### src/rtl/time_keeper.sv
// time_keeper: BCD time-of-day core. An exact prescaler turns Clk_100M into
// one-second ticks; hours/minutes are kept as 24 h BCD, seconds in binary.
// Front-panel set edges, 12/24 h display mapping and a latched alarm.
module time_keeper #(
  parameter int TICKS_PER_SEC = 100_000_000,
  parameter int CNT_W         = 27
) (
  input  logic       Clk_100M,
  input  logic       Reset,
  input  logic       min_up,
  input  logic       hour_up,
  input  logic       mode_12h,
  input  logic       alarm_en,
  input  logic       alarm_ack,
  input  logic [3:0] alarm_h10,
  input  logic [3:0] alarm_h,
  input  logic [3:0] alarm_m10,
  input  logic [3:0] alarm_m,
  output logic [3:0] hours10,
  output logic [3:0] hours,
  output logic [3:0] minutes10,
  output logic [3:0] minutes,
  output logic       pm,
  output logic [5:0] seconds,
  output logic       sec_tick,
  output logic       alarm
);

  localparam logic [CNT_W-1:0] P_LAST = CNT_W'(TICKS_PER_SEC - 1);

  logic [CNT_W-1:0] p_reg, p_next;
  logic [3:0]       h10_reg, h10_next, h_reg, h_next;
  logic [3:0]       m10_reg, m10_next, m_reg, m_next;
  logic [5:0]       s_reg, s_next;
  logic             prev_min_reg, prev_hour_reg;
  logic             sec_tick_reg, alarm_reg, alarm_next;
  logic             tick, min_edge, hour_edge, tick_eff, hour_inc, alarm_match;
  logic [4:0]       hour_bin, disp12;

  assign tick      = (p_reg == P_LAST);
  assign min_edge  = min_up & ~prev_min_reg;
  assign hour_edge = hour_up & ~prev_hour_reg;
  // A minute set discards any coincident tick.
  assign tick_eff  = tick & ~min_edge;

  // Next time-of-day: minute set or tick, then a single merged hour increment.
  always_comb begin
    p_next   = (tick | min_edge) ? '0 : p_reg + CNT_W'(1);
    s_next   = s_reg;
    m_next   = m_reg;
    m10_next = m10_reg;
    h_next   = h_reg;
    h10_next = h10_reg;
    hour_inc = hour_edge;
    if (min_edge) begin
      s_next = 6'd0;
      if (m_reg == 4'd9) begin
        m_next   = 4'd0;
        m10_next = (m10_reg == 4'd5) ? 4'd0 : m10_reg + 4'd1;
      end else begin
        m_next = m_reg + 4'd1;
      end
    end else if (tick) begin
      if (s_reg == 6'd59) begin
        s_next = 6'd0;
        if (m_reg == 4'd9) begin
          m_next = 4'd0;
          if (m10_reg == 4'd5) begin
            m10_next = 4'd0;
            hour_inc = 1'b1;
          end else begin
            m10_next = m10_reg + 4'd1;
          end
        end else begin
          m_next = m_reg + 4'd1;
        end
      end else begin
        s_next = s_reg + 6'd1;
      end
    end
    if (hour_inc) begin
      if (h10_reg == 4'd2 && h_reg == 4'd3) begin
        h10_next = 4'd0;
        h_next   = 4'd0;
      end else if (h_reg == 4'd9) begin
        h10_next = h10_reg + 4'd1;
        h_next   = 4'd0;
      end else begin
        h_next = h_reg + 4'd1;
      end
    end
  end

  // Alarm only fires on a purely tick-driven update landing on hh:mm:00;
  // invalid alarm BCD can never equal the always-valid internal digits.
  always_comb begin
    alarm_match = tick_eff & ~hour_edge & alarm_en &
                  (h10_next == alarm_h10) & (h_next == alarm_h) &
                  (m10_next == alarm_m10) & (m_next == alarm_m) &
                  (s_next == 6'd0);
    if (alarm_match)
      alarm_next = 1'b1;
    else if (alarm_ack | ~alarm_en)
      alarm_next = 1'b0;
    else
      alarm_next = alarm_reg;
  end

  // State registers; reset samples the buttons so a held button is not an edge.
  always_ff @(posedge Clk_100M) begin
    if (Reset) begin
      p_reg         <= '0;
      h10_reg       <= 4'd0;
      h_reg         <= 4'd0;
      m10_reg       <= 4'd0;
      m_reg         <= 4'd0;
      s_reg         <= 6'd0;
      sec_tick_reg  <= 1'b0;
      alarm_reg     <= 1'b0;
      prev_min_reg  <= min_up;
      prev_hour_reg <= hour_up;
    end else begin
      p_reg         <= p_next;
      h10_reg       <= h10_next;
      h_reg         <= h_next;
      m10_reg       <= m10_next;
      m_reg         <= m_next;
      s_reg         <= s_next;
      sec_tick_reg  <= tick_eff;
      alarm_reg     <= alarm_next;
      prev_min_reg  <= min_up;
      prev_hour_reg <= hour_up;
    end
  end

  assign hour_bin = ({1'b0, h10_reg} * 5'd10) + {1'b0, h_reg};

  // Display mapping: combinational so a mode change shows immediately.
  always_comb begin
    hours10 = h10_reg;
    hours   = h_reg;
    pm      = 1'b0;
    disp12  = hour_bin;
    if (mode_12h) begin
      pm = (hour_bin >= 5'd12);
      if (hour_bin == 5'd0)
        disp12 = 5'd12;
      else if (hour_bin > 5'd12)
        disp12 = hour_bin - 5'd12;
      if (disp12 >= 5'd10) begin
        hours10 = 4'd1;
        hours   = 4'(disp12 - 5'd10);
      end else begin
        hours10 = 4'd0;
        hours   = 4'(disp12);
      end
    end
  end

  assign minutes10 = m10_reg;
  assign minutes   = m_reg;
  assign seconds   = s_reg;
  assign sec_tick  = sec_tick_reg;
  assign alarm     = alarm_reg;

endmodule

### config.mk
export PLATFORM = sky130hd
export DESIGN_NAME = time_keeper
export DESIGN_NICKNAME = d
export VERILOG_FILES = /design/src/rtl/time_keeper.sv
export SDC_FILE = /design/constraint.sdc
export NUM_CORES = 1
export LEC_CHECK = 0
export ABC_CLOCK_PERIOD_IN_PS = 7000
export BUFFER_PORTS_ARGS = -buffer_cell sky130_fd_sc_hd__buf_4
export CAP_MARGIN = 10
export CORE_ASPECT_RATIO = 1.5
export CORE_MARGIN = 2
export CORE_UTILIZATION = 62
export CTS_CLUSTER_SIZE = 10
export DETAILED_ROUTE_END_ITERATION = 8
export PLACE_DENSITY_LB_ADDON = 0.15
export SYNTH_ARGS = -nofsm -noshare
export SYNTH_HDL_FRONTEND = slang
export SYNTH_SLANG_ARGS = --single-unit
export TNS_END_PERCENT = 10
### constraint.sdc
create_clock -name Clk_100M -period 7 [get_ports Clk_100M]
set_clock_uncertainty 0.05 [all_clocks]
set_input_delay 0.7 -clock Clk_100M [delete_from_list [all_inputs] [get_ports Clk_100M]]
set_output_delay 0.7 -clock Clk_100M [all_outputs]
set_load 0.01 [all_outputs]
==> results.ini <==
[clock_tree]
cts_tree=yes
htree_levels=2
clock_latency_ns=0.32
cts_resized=0
root_buffer=clkbuf_8
cts_buffers=5
numClockSinks=53
cts_buffer_depth=2
cts_setup_buffers=0
cts.reportedPaths.clkPinSlew_ns=0.09
cts_hold_buffers=0

[global_route]
first_global_vias=3080
grt_pass1_wl_um=13600
grtUsageTotal_pct=28.0
antenna_found_initial=0
gr-total-overflow=0
grt_max_degree=27

[final_layout]
largest_reg_flops=27
antenna_cells=0
finalInstanceArea_mm2=0.00387
area_growth_pct=13.8
drive_above_1_share_pct=16.8
nNetsFinal=495

[setup_path]
crit_family=adder cells
crit_path_cell_trace=ha_1 > ha_1 > xor2_1 > ha_1 > nand2_1 > a21oi_1 > a21oi_1 > mux2_2 > ha_1 > inv_1 > a31oi_1 > o31a_1 > mux2_2 > a21oi_1 > buf_4
worst_path_max_delay_cell=dfxtp_1
cp_max_fo=13
worst_setup_path_end_kind=output pin
path_class=reg2out
crit_top_cell=ha_1
crit_required_ns=6.25
start_kind=flop
timing.rr.start=minutes[0]
r2r_slack_ns=2.95
critPathBufInv=2
reg2reg_depth=9
slowest_delay_ns=0.59
r2r_end=alarm
worstPathArrival_ns=3.88

[die]
rows=33
fp.coreArea_mm2=0.00537
die_w_um=64.5
die_h_um=94.8
fp.dieArea_mm2=0.00611
ios=48
initial_utilization_pct=63.4

[placed_design]
place_ws_ns=2.74
hpwl_um=6340
dpl_cell_area_mm2=0.00376
port_buffers=47
gp_congestion=0.858

[synth]
syn_area_per_cell_um2=8.13
synth-main-ff-cell=dfxtp_1
yosys_warnings=0
synth_fp_nets=456
synth-seq-cells=53
ys_seq_area_share_pct=31.2
synth_cell_type_count=64
syn_inst=419
synthArstFlopShare_pct=0
synth_edf_count=0
syn_area_mm2=0.00340

[timing]
finalMaxSlewViolations=0
final.setup.tns_ns=0
period_needed_ns=4.63
hold_viol=0
worst-slew-pin-transition_ns=1.18
setup_viol_count_final=0
fmaxAchievable_ghz=0.216
slew_headroom_pct=20.3
timing.final.ws_setup_ns=2.37
rsz0062_at_grt=false
fin_crit_sh_pct=66.2

[detailed_routing]
routed_via_density=5.98
dr.pass1.iters=5
ant_nets=0
via_count=3163
wl_um=8290
drt_iter0_markers=141
drc=0
wl_per_cell_um=15.7

[power]
irDropWorstVdd_v=0.000119
leakagePower_nw=1.51
p_per_area_mw_per_mm2=152

[job]
cap_violations=0

[min_path]
whs_path_depth=1
hold_class=reg2reg
whs_endpoint=p_reg[0]
min_from=p_reg[0]

[outcome]
status=finished clean

kinds of logic (layout without fill, tap and decap cells):
group           after synthesis  count (layout)  synth area share [%]
mux                          10              10                  3.09
compound gates               71              71                  14.2
buf+inv                      30              70                  4.15
flops                        53              53                  31.2
fa+ha+maj                    14              14                  5.37
xor+xnor                     46              46                  12.4
simple gates                195             195                  29.6
cell usage in the layout (no fill, tap or decap), types with 3 or more instances in the layout:
cell      instances
mux2i_1           6
or4_1             3
nor2_1           60
nor3_1           17
o21ai_1           3
a22oi_1           3
nand4_1           9
clkbuf_8          5
xor2_1           24
o211ai_1          4
nor4_1            5
a31oi_1           7
inv_1            15
ha_1             13
nand2_1          33
nand3_1          26
a21oi_1          26
or3_1             5
dfxtp_1          53
and3_1            6
buf_4            47
xnor2_1          21
nor2b_1           6
mux2_2            4
o21ai_0           7
nand2b_1          6
worst reg2reg max path, delay by kind of cell, from the launching register on:
kind	cells	cell delay, ns
and+or+nand+nor	5	2.45
AOI/OAI and AO/OA	4	0.97
DFF	1	0.52
final cells by class:
class	count	area, um2
inverter	15	56.3
multi-input combinational	336	2200
fill	439	1490
sequential	53	1060
clock buffer	5	68.8
tap	70	87.6
clock inverter	3	46.3
timing repair buffer	47	353
power by group:
group          internal [mW]  switching [mW]
clock                  0.107           0.106
sequential             0.304         0.00433
combinational         0.0317          0.0367
total                  0.443           0.147
how the worst max path moves through the flow:
stage,start,endpoint,slack [ns],depth (start not counted)
2_1_floorplan,h10_reg[2],hours[2],3.24,14
3_3_place_gp,h10_reg[0],hours[2],2.87,15
3_5_place_dp,h10_reg[0],hours[2],2.74,15
4_1_cts,h10_reg[0],hours[2],2.38,15
5_1_grt,h10_reg[0],hours[2],2.11,15
6_report,h10_reg[0],hours[2],2.37,15
layer usage:
| metal | routed length, um | GRT usage, % | up-vias |
|---|---|---|---|
| met1 | 3100 | 28.6 | 1472 |
| met2 | 4530 | 53.0 | 87 |
| li1 | - | - | 1574 |
| met5 | 0 | 0 | - |
| met3 | 358 | 4.29 | 30 |
| met4 | 303 | 16.3 | 0 |
cell usage after synthesis (all sizes together) (3+ instances only):
cell	n	area, um2
o211ai	4	30.0
clkbuf	9	43.8
xnor2	21	184
nand3	26	130
mux2i	6	60.1
a211oi	4	40.0
nand4	10	77.6
nand2	33	124
nor2b	6	37.5
dfxtp	53	1060
nor4	6	52.6
o21ai	10	50.0
or3	6	38.8
nor3	17	85.1
nand2b	6	37.5
mux2	4	45.0
a21oi	26	130
buf	5	30.0
or4	4	33.8
and4	3	28.8
nor2	60	225
and3	7	45.1
xor2	24	210
a22oi	3	22.5
a31oi	7	43.8
ha	13	163
inv	15	56.3
through the flow:
| step | hold slack, ns | total power, mW | util [%] | cells |
|---|---|---|---|---|
| floorplan | 0.380 | 0.357 | - | 419 |
| global placement | 0.391 | 0.382 | 70.0 | 521 |
| detailed placement | 0.400 | 0.383 | 70.0 | 521 |
| CTS | 0.423 | 0.593 | 72.2 | 529 |
| global route | 0.439 | 0.611 | 72.2 | 529 |
| finish | 0.422 | 0.591 | 72.2 | 529 |
Power figures use the tool's default switching activity.
